===== src/rtl/bus_mux_pkg.sv =====
// Shared defaults and helpers for the round-robin bus multiplexer.
package bus_mux_pkg;

  localparam int BUS_WIDTH_DEF = 32;
  localparam int BUS_CHAN_DEF  = 4;

  // Binary index of the set bit in a one-hot word (zero when none is set).
  function automatic int unsigned onehot_to_idx(input logic [31:0] oh);
    int unsigned idx;
    idx = 0;
    for (int i = 0; i < 32; i++) begin
      if (oh[i]) idx = idx | unsigned'(i);
    end
    return idx;
  endfunction

endpackage


===== src/rtl/bus_mux_arb_prio_enc.sv =====
// Combinational round-robin priority encoder: first requester at or after ptr wins.
module rr_prio_enc
  import bus_mux_pkg::*;
#(
  parameter int N = BUS_CHAN_DEF
) (
  input  logic [N-1:0]         req,
  input  logic [$clog2(N)-1:0] ptr,
  output logic [$clog2(N)-1:0] winner,
  output logic                 any_req
);

  localparam int SW = $clog2(N);

  logic [N-1:0] w_oh;

  always_comb begin
    int   idx;
    logic found;
    idx   = 0;
    found = 1'b0;
    w_oh  = '0;
    for (int i = 0; i < N; i++) begin
      idx = int'(ptr) + i;
      if (idx >= N) idx = idx - N;
      if (!found && req[idx]) begin
        w_oh[idx] = 1'b1;
        found     = 1'b1;
      end
    end
  end

  assign winner  = SW'(onehot_to_idx(32'(w_oh)));
  assign any_req = |req;

endmodule


===== src/rtl/bus_mux_arb.sv =====
// Registered round-robin N-channel bus multiplexer/arbiter.
// Define BUS_MUX_LOCK_EN to add the mux_lock input that holds the current grant.
module bus_mux_arb
  import bus_mux_pkg::*;
#(
  parameter int WIDTH = BUS_WIDTH_DEF,
  parameter int N     = BUS_CHAN_DEF
) (
  input  logic                 clock,
  input  logic                 clear,
  input  logic [N*WIDTH-1:0]   mux_in,
  input  logic [N-1:0]         mux_req,
  input  logic                 mux_en,
`ifdef BUS_MUX_LOCK_EN
  input  logic                 mux_lock,
`endif
  output logic [WIDTH-1:0]     mux_out,
  output logic [N-1:0]         mux_grant,
  output logic [$clog2(N)-1:0] mux_sel,
  output logic                 mux_valid
);

  localparam int SW = $clog2(N);

  logic [WIDTH-1:0] r_out;
  logic [N-1:0]     r_grant;
  logic [SW-1:0]    r_sel;
  logic             r_valid;
  logic [SW-1:0]    r_ptr;

  logic [SW-1:0]    w_winner;
  logic             w_any;
  logic [N-1:0]     w_oh;
  logic [SW-1:0]    w_ptr_nxt;

  rr_prio_enc #(.N(N)) u_enc (
    .req     (mux_req),
    .ptr     (r_ptr),
    .winner  (w_winner),
    .any_req (w_any)
  );

  always_comb begin
    w_oh           = '0;
    w_oh[w_winner] = 1'b1;
  end

  assign w_ptr_nxt = (w_winner == SW'(N-1)) ? '0 : w_winner + 1'b1;

`ifdef BUS_MUX_LOCK_EN
  // Lock only bites while the held channel is still requesting.
  logic w_lock;
  assign w_lock = mux_lock & r_valid & (|(mux_req & r_grant));
`endif

  always_ff @(posedge clock or posedge clear) begin
    if (clear) begin
      r_out   <= '0;
      r_grant <= '0;
      r_sel   <= '0;
      r_valid <= 1'b0;
      r_ptr   <= '0;
    end else if (mux_en) begin
`ifdef BUS_MUX_LOCK_EN
      if (w_lock) begin
        r_out   <= mux_in[r_sel*WIDTH +: WIDTH];
        r_valid <= 1'b1;
      end else
`endif
      if (w_any) begin
        r_out   <= mux_in[w_winner*WIDTH +: WIDTH];
        r_grant <= w_oh;
        r_sel   <= w_winner;
        r_valid <= 1'b1;
        r_ptr   <= w_ptr_nxt;
      end else begin
        r_valid <= 1'b0;
        r_grant <= '0;
      end
    end
  end

  assign mux_out   = r_out;
  assign mux_grant = r_grant;
  assign mux_sel   = r_sel;
  assign mux_valid = r_valid;

endmodule


===== config.mk =====
export PLATFORM = sky130hd
export DESIGN_NAME = bus_mux_arb
export DESIGN_NICKNAME = d
export VERILOG_FILES = /design/src/rtl/bus_mux_pkg.sv /design/src/rtl/bus_mux_arb_prio_enc.sv /design/src/rtl/bus_mux_arb.sv
export SDC_FILE = /design/constraint.sdc
export NUM_CORES = 1
export LEC_CHECK = 0
export ABC_CLOCK_PERIOD_IN_PS = 8080
export CAP_MARGIN = 25
export CORE_UTILIZATION = 42
export CTS_CLUSTER_SIZE = 16
export DETAILED_ROUTE_END_ITERATION = 8
export PLACE_DENSITY = 0.91
export RECOVER_POWER = 100
export SKIP_LAST_GASP = 1
export SYNTH_ARGS = -nofsm -noshare
export SYNTH_HDL_FRONTEND = slang
export SYNTH_SLANG_ARGS = --single-unit
export TNS_END_PERCENT = 1

===== constraint.sdc =====
create_clock -name clock -period 8.08 [get_ports clock]
set_input_delay 1.212 -clock clock [delete_from_list [all_inputs] [get_ports clock]]
set_output_delay 1.212 -clock clock [all_outputs]
set_load 0.005 [all_outputs]

# After elaboration in Yosys (flattened, before gate mapping)
# Index checks and enable logic that the tools add are counted.
# classes
addsub,8
n_lt_le_gt_ge,14
n_eq_ne,1
shift,1
muxes,39
bitwise_logic,3
reduce_logical,13
# op_table
operator,count
32-bit by 1-bit greater-or-equal comparator with 1-bit output (second input constant),4
32-bit by 4-bit less-than comparator with 1-bit output (second input constant),4
32-bit 2-to-1 mux,4
128-bit by 8-bit indexed part select with 32-bit output,1
32-bit by 4-bit greater-or-equal comparator with 1-bit output (second input constant),3
32-bit by 4-bit subtractor with 32-bit output (second input constant),3
4-bit 2-to-1 mux,5
1-bit 2-to-1 mux,18
4-bit bitwise OR,3
1-bit demux with 2-bit select,5
1-bit binary-select mux with 2-bit select,4
1-bit logical AND,8
2-bit by 2-bit adder with 3-bit output (second input constant),2
2-bit 2-to-1 mux,3
4-bit OR reduction,1
2-bit by 3-bit subtractor with 4-bit output (second input constant),1
2-bit by 1-bit adder with 3-bit output (second input constant),1
2-bit by 3-bit greater-or-equal comparator with 1-bit output (second input constant),1
1-bit zero test,3
2-bit by 3-bit less-than comparator with 1-bit output (second input constant),1
2-bit by 1-bit adder with 2-bit output (second input constant),1
2-bit == test (second input constant),1
2-bit by 1-bit greater-or-equal comparator with 1-bit output (second input constant),1
2-bit AND reduction,1
# word_totals
regBits,41
input_bits,135
out_inout_bits,39
wordCells,84

# Logic depth before layout (Yosys ltp)
# Gate-level depths: netlist of the first run.
# logic_depth
depth_word,23
depth_mapped,13
ltp_nobuf,11

# Cells and area by module
# Synthesis of the first run repeated with hierarchy kept, for this count alone.
# hier_totals
cells_unflattened,175
area_unflattened_um2,2712.6
# modules_own_cells
mod,n_inst,cells_each,area_each_um2,seq_area_each_um2
bus_mux_arb,1,144,2403.6,1026.0
rr_prio_enc,1,31,309.0,0.0

# Worst setup path after synthesis of the first run
# OpenSTA, ideal clock, no wires.
# synth_timing
kind,in2reg
start,input mux_req[1]
end,"register r_grant[0], in the netlist mux_grant[0]"
setup_ps,126
t_arrival_ps,3100
t_required_ps,7954
slack_ps,4854
stages,11
n_path_buf,2
cell_sequence,buf_2 > nand2b_1 > mux4_2 > nor2_1 > o21ai_1 > nand4b_2 > buf_2 > inv_1 > ha_1 > nand2_1 > o21ai_0
# synth_between
elab_chain_cells,21
word_cells_on_any_way,38
cone_classes,order compare (2); mux (25); bitwise (3); reduce/logical (8)
# synth_rtl
element,line_no,text
start: declaration,bus_mux_arb.sv:12,"input logic [N-1:0] mux_req,"
1-bit binary-select mux with 2-bit select,bus_mux_arb_prio_enc.sv:26,if (!found && req[idx]) begin
1-bit 2-to-1 mux (not written as such) (2 in a row),bus_mux_arb_prio_enc.sv:26,
1-bit 2-to-1 mux,bus_mux_arb_prio_enc.sv:26,
1-bit zero test,bus_mux_arb_prio_enc.sv:26,
1-bit logical AND,bus_mux_arb_prio_enc.sv:26,
1-bit 2-to-1 mux,bus_mux_arb_prio_enc.sv:26,
1-bit zero test,bus_mux_arb_prio_enc.sv:26,
1-bit logical AND,bus_mux_arb_prio_enc.sv:26,
(+5 left out),--,
2-bit 2-to-1 mux,bus_mux_pkg.sv:12,if (oh[i]) idx = idx | unsigned'(i);
2-bit 2-to-1 mux *,bus_mux_pkg.sv:12,
via u_enc.winner[0],bus_mux_arb_prio_enc.sv:9,"output logic [$clog2(N)-1:0] winner,"
2-bit by 3-bit less-than comparator with 1-bit output (not written as such) / 2-bit by 1-bit greater-or-equal comparator with 1-bit output (equally long branches),bus_mux_arb.sv:45,w_oh[w_winner] = 1'b1;
1-bit logical AND (not written as such),bus_mux_arb.sv:45,
1-bit 2-to-1 mux (not written as such),bus_mux_arb.sv:45,
1-bit demux with 2-bit select *,bus_mux_arb.sv:45,
4-bit 2-to-1 mux *,bus_mux_arb.sv:70,if (w_any) begin
end signal: assignment,bus_mux_arb.sv:72,r_grant <= w_oh;
end: declaration,bus_mux_arb.sv:26,logic [N-1:0] r_grant;
# The timed path passes the listed nets; every way through them passes the cells marked *. The select of a mux whose other input is x is not followed.
# A chain may end at the register's enable or synchronous reset.

# Worst setup path after layout of the first run
# layout_timing
start,input mux_req[0]
end,register r_ptr[1]
# layout_between
elab_chain_cells,18
word_cells_on_any_way,36
cone_classes,add/sub (1); eq/ne (1); mux (23); bitwise (3); reduce/logical (8)
# layout_rtl
element,line_no,text
1-bit binary-select mux with 2-bit select,bus_mux_arb_prio_enc.sv:26,
1-bit 2-to-1 mux (not written as such) (2 in a row),bus_mux_arb_prio_enc.sv:26,
1-bit 2-to-1 mux,bus_mux_arb_prio_enc.sv:26,
1-bit zero test,bus_mux_arb_prio_enc.sv:26,
1-bit logical AND,bus_mux_arb_prio_enc.sv:26,
1-bit 2-to-1 mux,bus_mux_arb_prio_enc.sv:26,
1-bit zero test,bus_mux_arb_prio_enc.sv:26,
1-bit logical AND,bus_mux_arb_prio_enc.sv:26,
(+2 left out),--,
1-bit logical AND,bus_mux_arb_prio_enc.sv:26,
4-bit 2-to-1 mux *,bus_mux_arb_prio_enc.sv:26,
1-bit 2-to-1 mux,bus_mux_pkg.sv:12,
2-bit 2-to-1 mux,bus_mux_pkg.sv:12,
2-bit 2-to-1 mux *,bus_mux_pkg.sv:12,
2-bit by 1-bit adder with 2-bit output / 2-bit == test (equally long branches),bus_mux_arb.sv:48,assign w_ptr_nxt = (w_winner == SW'(N-1)) ? '0 : w_winner + 1'b1;
2-bit 2-to-1 mux *,bus_mux_arb.sv:48,
via w_ptr_nxt[1],bus_mux_arb.sv:34,logic [SW-1:0] w_ptr_nxt;
end signal: assignment,bus_mux_arb.sv:75,r_ptr <= w_ptr_nxt;
end: declaration,bus_mux_arb.sv:29,logic [SW-1:0] r_ptr;
# Marks and branches as above.

==> results of run 1 <==
[worst max-delay path, cell delays in order]
cell and delay [ns]:
dlygate4sd3_1 0.74, mux2i_1 0.17, mux2i_1 0.27, mux2i_1 0.19, a221oi_4 0.94, nand2_1 1.44
ha_1 0.78, nand2_1 0.06, o21ai_0 0.08
[sequential cells by signal, summed over array words and instances, names as in the netlist]
signal / cells
r_ptr: 2
mux_grant: 4
mux_out: 32
mux_valid: 1
mux_sel: 2
[power groups by stage]
stage               Sequential [µW]  Clock, µW  Combinational (µW)
floorplan                       376          0                 856
global placement                377          0                1210
detailed placement              382          0                1260
CTS                             378        133                1270
global route                    388        142                1360
finish                          374        131                1250
[cell families (layout without fill, tap and decap cells)]
family                     after synthesis  count (layout)
AOI/OAI and AO/OA                       86              86
muxes                                   38              38
and+or+nand+nor                         95              95
buffers and inverters                   42             197
DFF                                     41              41
adders and majority gates               10              10
[per-stage QoR]
stage / utilization (%) / std cells / hold WS [ns]
finish: 70.3 / 563 / 0.519
global route: 70.3 / 563 / 0.555
CTS: 70.4 / 563 / 0.524
detailed placement: 69.2 / 555 / 0.493
global placement: 68.8 / 553 / 0.478
floorplan: - / 312 / 0.473
[area by class of cell]
| cell class | count | area [µm²] |
|---|---|---|
| fillers | 558 | 2050 |
| multi-input cells | 229 | 1800 |
| repair buffers | 178 | 1780 |
| flip-flops and latches | 41 | 1030 |
| well taps | 96 | 120 |
| clock buffers | 6 | 72.6 |
| inverters | 11 | 41.3 |
| clock inverters | 2 | 10.0 |
[layout by cell type (no fill, tap or decap), types with 2 or more instances in the layout]
cell type,instances
mux4_2,2
clkinv_2,2
and3_1,32
o21ai_0,9
mux2i_1,36
clkbuf_8,5
dlygate4sd3_1,41
nand2_1,11
inv_1,11
a2111oi_2,10
ha_1,10
dfrtp_1,41
buf_8,2
nor2_1,39
clkdlybuf4s50_1,132
clkbuf_1,2
buf_4,2
nor3b_1,2
nand2b_1,5
a2111oi_0,7
a211oi_1,32
o21ai_1,3
a2111oi_1,15
[path summary, 6_finish.rpt]
| check | to | slack (ns) | cells after the start |
|---|---|---|---|
| setup / recovery | r_ptr[1]$_DFFE_PP0P_ | 2.32 | 9 |
| hold / removal | mux_sel[1]$_DFFE_PP0P_ | 0.52 | 2 |
| setup reg to reg | r_ptr[1]$_DFFE_PP0P_ | 2.83 | 9 |
| hold reg to reg | mux_sel[1]$_DFFE_PP0P_ | 0.52 | 2 |
| max in group asynchronous | mux_out[31]$_DFFE_PP0P_ | 5.34 | 2 |
| min in group asynchronous | mux_out[12]$_DFFE_PP0P_ | 1.84 | 2 |
[metal layers]
| layer | up-vias | GRT usage [%] |
|---|---|---|
| met3 | 12 | 5.21 |
| met1 | 1511 | 31.4 |
| met2 | 127 | 47.7 |
| met5 | - | 0 |
| met4 | 0 | 7.00 |
| li1 | 1498 | - |
==> out/qor.txt, run 1 <==
Post-Layout Inst Area: 0.00485 mm²
Die span in y: 87.2 µm
Internal power: 972 µW
Root buffer cell: clkbuf_8
Fraction of the mapped netlist area in adder cells: 4.10%
HP Class: flip-flop to flip-flop
Worst-path maximum fanout: 35
Reg clk slew, reported paths: 0.08 ns
CP startpoint kind: primary input
Placed Area: 0.00478 mm²
Final net count: 611
Maximum vdd drop: 0.000205 V
Wl on met1: 4.03 mm
Syn Area/Cell: 9.78 µm²
Most frequent cell after synthesis: dfrtp_1
Layout area overhead: 59.0%
Fin. Hold Viols: 0
Cell variety after synth: 39
Mapped Area: 0.00305 mm²
Diodes inserted: 0
Switch share: 44.6%
DR top layer: met4
Mux cell area share after synthesis: 13.3%
Clk pwr share: 7.5%
Pwr/cell area: 361 mW/mm²
Number of global-route vias before repair: 3244
Fin crit share: 71.2%
Reg-to-Reg Start: r_ptr[0]$_DFFE_PP0P_
Slew Limit Fails: 116
Fin worst setup slack: 2.32 ns
Post-synth EDFFs: 0
Ys async rst share: 100%
Register bit total from synthesis: 41
Aggregate negative setup slack: 0 ns
Complex-gate fraction of the synthesized area: 25.2%
Vias post-DR: 3148
Worst path arrival time: 5.90 ns
Clk sinks: 41
Worst Setup SP: mux_req[0]
Part of the power in registers: 21.3%
Met2 routed WL: 5.07 mm
Core ar.: 0.00691 mm²
IO Count: 174
TritonCTS clock tree: done
Normalized max-slew margin: -41.7%
Hpwl dp: 7.20 mm
Worst endpoint required time: 8.22 ns
Top cells by area, synth: dfrtp_1 34%, mux2i_1 12%, a211oi_1 7.9%
Post-synthesis cell count: 312
Cts hold-fix bufs: 0
Setup WS pre-CTS: 3.15 ns
Starting Density: 44.2%
Initial antenna violation count: 0
Final min period: 5.76 ns
Failing checks: max-capacitance violations, max-slew violations
First-pass GRT wire length: 15.5 mm
Rows: 30
Htree depth: 2
Post-DR vias/cell: 5.59
Total Power: 1750 µW
# DRC: 0
Most common flop cell mapped by yosys: dfrtp_1
Yosys warning count: 0
CP Class: primary input to flip-flop
Congestion Overflow GR: 0
Chip Width: 87.2 µm
Post-synth top area share: 33.6%
Max clock buf depth: 2
Synth cell count leaders: 41 x dfrtp_1, 39 x nor2_1, 36 x mux2i_1
Post-cts sizing count: 0
Pin count of the biggest net entering global routing: 42
Xor/xnor cell area share of the yosys netlist: 0%
Routability cong.: 0.860
Post-DRT Antenna Nets: 0
CTS buffer count: 5
1st-pass router iterations: 4
WL final: 9.89 mm
Wire length per cell: 17.6 µm
Buffers added on ports: 173
Main combinational cell family by area after synthesis: compound AO/OA/AOI/OAI gates
Status: complete, but fails checks
All-Layer GR Usage: 26.2%
Max Clock Freq: 174 MHz
Final clock skew: 0.00710 ns
Beginning of the worst hold path: mux_sel[1]$_DFFE_PP0P_
RSZ-0062 raised after global routing: false
Top cell type by total area after synthesis: dfrtp_1
Met3 wire len: 649 µm
Leakage power total: 0.00191 µW
Worst slew pin tran: 2.13 ns
Initial DRC Count: 181
Max_cap viols: 3
Final setup vio count: 0
Die area: 0.00761 mm²
Comb pwr share: 71.2%
Mapped Nets: 457
CP Capture Type: flip-flop
Clk_lat worst skew: 0.29 ns
Switching pwr: 781 µW
Setup Buffers After CTS: 0
Simple-Gate Fraction of Synth Area: 16.3%
Share of the yosys chip area belonging to registers: 33.6%
Share of layout cells above drive strength 1: 6.00%
Power figures use the tool's default switching activity.
==> run 2: changes to the inputs <==
Settings changed: ABC_CLOCK_PERIOD_IN_PS 8080 to 5600, CORE_UTILIZATION 42 to 39, PLACE_DENSITY 0.91 to 0.86.
Clock period 8.08 ns to 5.6 ns, I/O delays scaled along.
==> run 2 against run 1 <==
Net effect:
- the flow still finishes with violations (max-capacitance violations, max-slew violations)
- non-clock buffer count is the same
- via count shrank 1.7%
- register-to-register slack lost 1.9 ns
- cell area grew 0.23%
- die area grew 7.5%
==> out/qor.txt, run 2 (synthesis gave the netlist of run 1 again) <==
Fin crit share: 85.7%
Worst path arrival time: 4.94 ns (-0.96 ns)
Max Clock Freq: 208 MHz
Pin count of the biggest net entering global routing: 42 (unchanged)
Commonest non-fill, non-tap cell in the layout: clkdlybuf4s50_1
Pwr/cell area: 517 mW/mm² (+43%)
Core ar.: 0.00741 mm² (+7.3%)
Starting Density: 41.2% (-3.0 points)
IO Count: 174 (unchanged)
RSZ-0062 raised after global routing: false
Max reg flops: 32 (unchanged)
CTS buffer count: 5 (unchanged)
Post-DRT Antenna Nets: 0 (unchanged)
Slew Limit Fails: 80 (-31%)
Leakage power total: 0.00191 µW (about the same)
Register area: 0.00103 mm² (unchanged)
Initial antenna violation count: 0 (unchanged)
All-Layer GR Usage: 23.7% (-2.5 points)
Buffers added on ports: 173 (unchanged)
Cts hold-fix bufs: 0 (unchanged)
Beginning of the worst hold path: mux_grant[2]$_DFFE_PP0P_
TritonCTS clock tree: done
Setup WS pre-CTS: 0.954 ns (-2.20 ns)
Htree depth: 2 (unchanged)
Worst slew pin tran: 2.03 ns (-0.0973 ns)
Rows: 31 (+3.3%)
Placed Cells: 558 (+0.54%)
Worst reg2reg path depth: 9 (unchanged)
CP most frequent cell: mux2i_1
Maximum vdd drop: 0.000252 V (+23%)
Hpwl dp: 7.16 mm (-0.48%)
Layout area overhead: 59.4%
Max clock buf depth: 2 (unchanged)
Wire length per cell: 17.4 µm (-1.0%)
Placed Area: 0.00479 mm² (+0.18%)
Cell breakdown of the critical path: dlygate4sd3_1 -> mux2i_1 -> mux2i_1 -> mux2i_1 -> a221oi_4 -> nand2_2 -> ha_1 -> nand2_1 -> o21ai_0
Root buffer cell: clkbuf_8
# DRC: 0 (unchanged)
Aggregate negative setup slack: 0 ns (unchanged)
Post-DR vias/cell: 5.47 (-2.2%)
Fin worst setup slack: 0.802 ns (-1.52 ns)
End of the worst hold path: mux_grant[2]$_DFFE_PP0P_
Fill cells: 628 (+13%)
Status: complete, but fails checks
Setup Buffers After CTS: 0 (unchanged)
Final min period: 4.80 ns
Normalized max-slew margin: -35.2% (+6.5 points)
1st-pass router iterations: 4 (unchanged)
Hold Path Depth: 2 (unchanged)
Clk_lat worst skew: 0.29 ns (about the same)
Critical path buffers and inverters: 1 (unchanged)
CP startpoint kind: primary input
Fin. Hold Viols: 0 (unchanged)
Post-Layout Inst Area: 0.00486 mm² (+0.23%)
Post-cts sizing count: 0 (unchanged)
Reg-to-Reg Start: r_ptr[0]$_DFFE_PP0P_
Share of layout cells above drive strength 1: 6.21% (+0.21 points)
CP Class: primary input to flip-flop
Congestion Overflow GR: 0 (unchanged)
Vias post-DR: 3094 (-1.7%)
Clk sinks: 41 (unchanged)
Layout Cells excl Fill: 566 (+0.53%)
Die area: 0.00818 mm² (+7.5%)
RR Endpoint: r_ptr[1]$_DFFE_PP0P_
Final net count: 611 (unchanged)
Initial DRC Count: 136 (-25%)
CP Capture Type: flip-flop
Routability cong.: 0.893 (+3.8%)
Failing checks: max-capacitance violations, max-slew violations
Die span in y: 90.5 µm (+3.7%)
Family with the most delay on the worst path: compound AO/OA/AOI/OAI gates
WL final: 9.83 mm (-0.52%)
Final clock skew: 0.00624 ns (-0.000857 ns)
Max_cap viols: 2 (-1)
Final setup vio count: 0 (unchanged)
Diodes inserted: 0 (unchanged)
Most frequent cells in the layout: 132 x clkdlybuf4s50_1, 41 x dlygate4sd3_1, 41 x dfrtp_1
Slowest CP cell: a221oi_4
HP Class: flip-flop to flip-flop
Worst endpoint required time: 5.74 ns (-2.48 ns)
Worst-path maximum fanout: 35 (unchanged)
Number of global-route vias before repair: 3210 (-1.0%)
Chip Width: 90.5 µm (+3.7%)
Reg clk slew, reported paths: 0.08 ns (about the same)
First-pass GRT wire length: 15.6 mm (+0.45%)
Area occupied by multi-input gates: 0.00180 mm² (+0.14%)
Reg2Reg Setup Slack: 0.91 ns (-1.92 ns)
CP max stage delay: 0.96 ns (-0.48 ns)
[run 2: layout make-up]
| class | count | share of cell area (%) |
|---|---|---|
| multi-input combinational | 229 | 37.1 |
| inverter | 11 | 0.849 |
| clock inverter | 2 | 0.206 |
| clock buffer | 6 | 1.49 |
| sequential | 41 | 21.1 |
| timing repair buffer | 178 | 36.7 |
| tap | 99 | 2.55 |
[run 2: layer usage]
| metal | vias to the layer above | track usage [%] | wire, µm |
|---|---|---|---|
| li1 | 1495 | - | - |
| met1 | 1459 | 27.5 | 3960 |
| met2 | 124 | 42.8 | 5070 |
| met3 | 16 | 5.56 | 607 |
| met4 | 0 | 7.66 | 201 |
| met5 | - | 0 | 0 |
[run 2: power breakdown]
part | switching, µW | leakage, µW | internal, µW
Combinational | 935 | 0.00140 | 847
Sequential | 91.8 | 0.000470 | 449
Clock | 105 | 0.0000450 | 86.6
[run 2: through the flow]
| stage | util (%) | power [µW] | hold WS (ns) |
|---|---|---|---|
| floorplan | - | 1780 | 0.473 |
| global placement | 64.3 | 2290 | 0.485 |
| detailed placement | 64.7 | 2380 | 0.516 |
| CTS | 65.8 | 2580 | 0.532 |
| global route | 65.6 | 2700 | 0.534 |
| finish | 65.6 | 2510 | 0.522 |
[run 2: worst max-delay path by stage]
| stage | start | end | cells past startpoint |
|---|---|---|---|
| 2_1_floorplan | mux_req[1] | mux_grant[0]$_DFFE_PP0P_ | 11 |
| 3_3_place_gp | mux_req[2] | r_ptr[1]$_DFFE_PP0P_ | 9 |
| 3_5_place_dp | mux_req[2] | r_ptr[1]$_DFFE_PP0P_ | 9 |
| 4_1_cts | mux_req[2] | r_ptr[1]$_DFFE_PP0P_ | 9 |
| 5_1_grt | r_ptr[0]$_DFFE_PP0P_ | r_ptr[1]$_DFFE_PP0P_ | 9 |
| 6_report | mux_req[0] | r_ptr[1]$_DFFE_PP0P_ | 9 |
[run 2: worst reg2reg max path, cell delays in order (launching register included)]
cell and delay [ns]:
dfrtp_1 0.65, inv_1 0.22, ha_1 0.43, mux2i_1 0.35
mux2i_1 0.19, a221oi_4 0.96, nand2_2 0.98, ha_1 0.61
nand2_1 0.07, o21ai_0 0.10
==> run 3: changes to the inputs <==
Settings changed: PLACE_DENSITY 0.86 to unset, PLACE_DENSITY_LB_ADDON set to 0.2.
==> run 3 against run 2 <==
Net effect:
- the flow still finishes with violations (max-capacitance violations, max-slew violations)
- register-to-register slack improved by 0.77 ns
- cell area increased by 0.33%
- hold slack improved by 0.0036 ns
- largest cell class unchanged
==> out/qor.txt, run 3 (synthesis gave the netlist of run 1 again) <==
RSZ-0062 raised after global routing: false
# DRC: 0 (unchanged)
Aggregate negative setup slack: 0 ns (unchanged)
Clk_lat worst skew: 0.30 ns (about the same)
CP Class: primary input to flip-flop
Final clock skew: 0.0101 ns (+0.00385 ns)
Post-DRT Antenna Nets: 0 (unchanged)
Setup Buffers After CTS: 0 (unchanged)
Worst Setup SP: mux_req[0]
Maximum vdd drop: 0.000324 V (+29%)
Worst slew pin tran: 2.01 ns (-0.0153 ns)
Final core occ: 65.9% (+0.22 points)
Fin crit share: 76.3% (-9.4 points)
Cell breakdown of the critical path: dlygate4sd3_1 -> mux4_2 -> a21oi_1 -> a31oi_1 -> nor2_1 -> buf_4 -> nand2_4 -> ha_1 -> nand2_1 -> o21ai_0
HP Class: flip-flop to flip-flop
Post-cts sizing count: 0 (unchanged)
Vias post-DR: 3095 (+0.032%)
Crit path to: r_ptr[1]$_DFFE_PP0P_
First-pass GRT wire length: 16.0 mm (+2.4%)
Die span in y: 90.5 µm (unchanged)
Max clock buf depth: 2 (unchanged)
Rows: 31 (unchanged)
Starting Density: 41.2% (unchanged)
Layout area overhead: 59.9%
Wire length per cell: 17.3 µm (-0.39%)
Diodes inserted: 0 (unchanged)
CTS buffer count: 5 (unchanged)
Critical path buffers and inverters: 2 (+1)
Die area: 0.00818 mm² (unchanged)
Total Power: 2530 µW (+0.58%)
Fill cells: 615 (-2.1%)
Number of global-route vias before repair: 3231 (+0.65%)
Reg2Reg Setup Slack: 1.68 ns (+0.77 ns)
Final min period: 4.27 ns (-0.525 ns)
Worst-path maximum fanout: 35 (unchanged)
CP startpoint kind: primary input
All-Layer GR Usage: 24.4% (+0.68 points)
Reg clk slew, reported paths: 0.08 ns (about the same)
1st-pass router iterations: 4 (unchanged)
Max reg flops: 32 (unchanged)
Root buffer cell: clkbuf_8
CP Capture Type: flip-flop
Core ar.: 0.00741 mm² (unchanged)
Post-DR vias/cell: 5.46 (-0.14%)
Routability cong.: 0.944 (+5.7%)
Final net count: 612 (+0.16%)
Most frequent cells in the layout: 132 x clkdlybuf4s50_1, 41 x dlygate4sd3_1, 41 x dfrtp_1
Reg-to-Reg Start: r_ptr[0]$_DFFE_PP0P_
Fin. Hold Viols: 0 (unchanged)
Share of layout cells above drive strength 1: 6.41% (+0.20 points)
Initial DRC Count: 154 (+13%)
Max_cap viols: 2 (unchanged)
CP max stage delay: 0.76 ns (-0.20 ns)
Status: complete, but fails checks
Final setup vio count: 0 (unchanged)
Clk sinks: 41 (unchanged)
Pin count of the biggest net entering global routing: 42 (unchanged)
Congestion Overflow GR: 0 (unchanged)
Pwr/cell area: 518 mW/mm² (+0.25%)
Family with the most delay on the worst path: simple AND/OR/NAND/NOR gates
Slew Limit Fails: 80 (unchanged)
Fin worst setup slack: 1.33 ns (+0.525 ns)
Failing checks: max-capacitance violations, max-slew violations
Slowest CP cell: nor2_1
TritonCTS clock tree: done
RR Endpoint: r_ptr[1]$_DFFE_PP0P_
Worst endpoint required time: 5.75 ns (about the same)
Cts hold-fix bufs: 0 (unchanged)
Worst path arrival time: 4.42 ns (-0.52 ns)
Critical path depth: 10 (+1)
Htree depth: 2 (unchanged)
Leakage power total: 0.00193 µW (+0.57%)
IO Count: 174 (unchanged)
Normalized max-slew margin: -34.2% (+1.0 points)
Buffers added on ports: 173 (unchanged)
Hpwl dp: 7.01 mm (-2.0%)
Chip Width: 90.5 µm (unchanged)
Setup WS pre-CTS: 1.02 ns (+0.0647 ns)
Max Clock Freq: 234 MHz (+12%)
WL final: 9.81 mm (-0.21%)
Commonest non-fill, non-tap cell in the layout: clkdlybuf4s50_1
Initial antenna violation count: 0 (unchanged)
Worst reg2reg path depth: 11 (+2)
==> run 3: where the power goes <==
group / switching (µW) / internal [µW] / total, µW
Combinational: 944 / 830 / 1770
Clock: 107 / 112 / 219
Sequential: 87.1 / 449 / 536
Total: 1140 / 1390 / 2530
==> run 3: metal layers <==
layer	track usage, %	vias up	routed length (µm)
met5	0	-	0
met4	7.26	0	168
met3	5.56	14	680
met2	43.4	129	4890
met1	29.2	1457	4070
li1	-	1495	-
==> run 3: through the flow <==
stage / std cells / hold slack, ns / instance area (µm²)
2_1_floorplan: 312 / 0.473 / 3050
3_3_place_gp: 558 / 0.487 / 4770
3_5_place_dp: 558 / 0.496 / 4770
4_1_cts: 566 / 0.530 / 4870
5_1_grt: 567 / 0.550 / 4880
6_report: 567 / 0.525 / 4880
==> run 3: layout make-up <==
class / count / area, µm² / share of cell area [%]
Clock buffer: 7 / 96.3 / 1.97
Clock inverter: 1 / 5.00 / 0.103
Inverter: 11 / 41.3 / 0.846
Multi-Input combinational cell: 229 / 1810 / 37.0
Sequential cell: 41 / 1030 / 21.0
Tap cell: 99 / 124 / 2.54
Timing Repair Buffer: 179 / 1780 / 36.5
==> run 3: how the worst min path moves through the flow <==
stage | end | cells after the start | from | slack [ns]
after floorplan | mux_sel[1]$_DFFE_PP0P_ | 2 | mux_sel[1]$_DFFE_PP0P_ | 0.47
after global routing | mux_valid$_DFFE_PP0P_ | 2 | mux_valid$_DFFE_PP0P_ | 0.55
after global placement | mux_sel[1]$_DFFE_PP0P_ | 2 | mux_sel[1]$_DFFE_PP0P_ | 0.49
after detailed placement | mux_sel[1]$_DFFE_PP0P_ | 2 | mux_sel[1]$_DFFE_PP0P_ | 0.50
after CTS | mux_grant[0]$_DFFE_PP0P_ | 2 | mux_grant[0]$_DFFE_PP0P_ | 0.53
final | mux_sel[0]$_DFFE_PP0P_ | 2 | mux_sel[0]$_DFFE_PP0P_ | 0.53
==> run 3: worst register-to-register path, cell delays in order, from the launching register on <==
cell and delay, ns:
dfrtp_1 0.62, inv_1 0.20, ha_1 0.44, nor4bb_1 0.09, o21ai_1 0.23, a31oi_1 0.13, nor2_1 0.76, buf_4 0.36
nand2_4 0.37, ha_1 0.43, nand2_1 0.06, o21ai_0 0.09
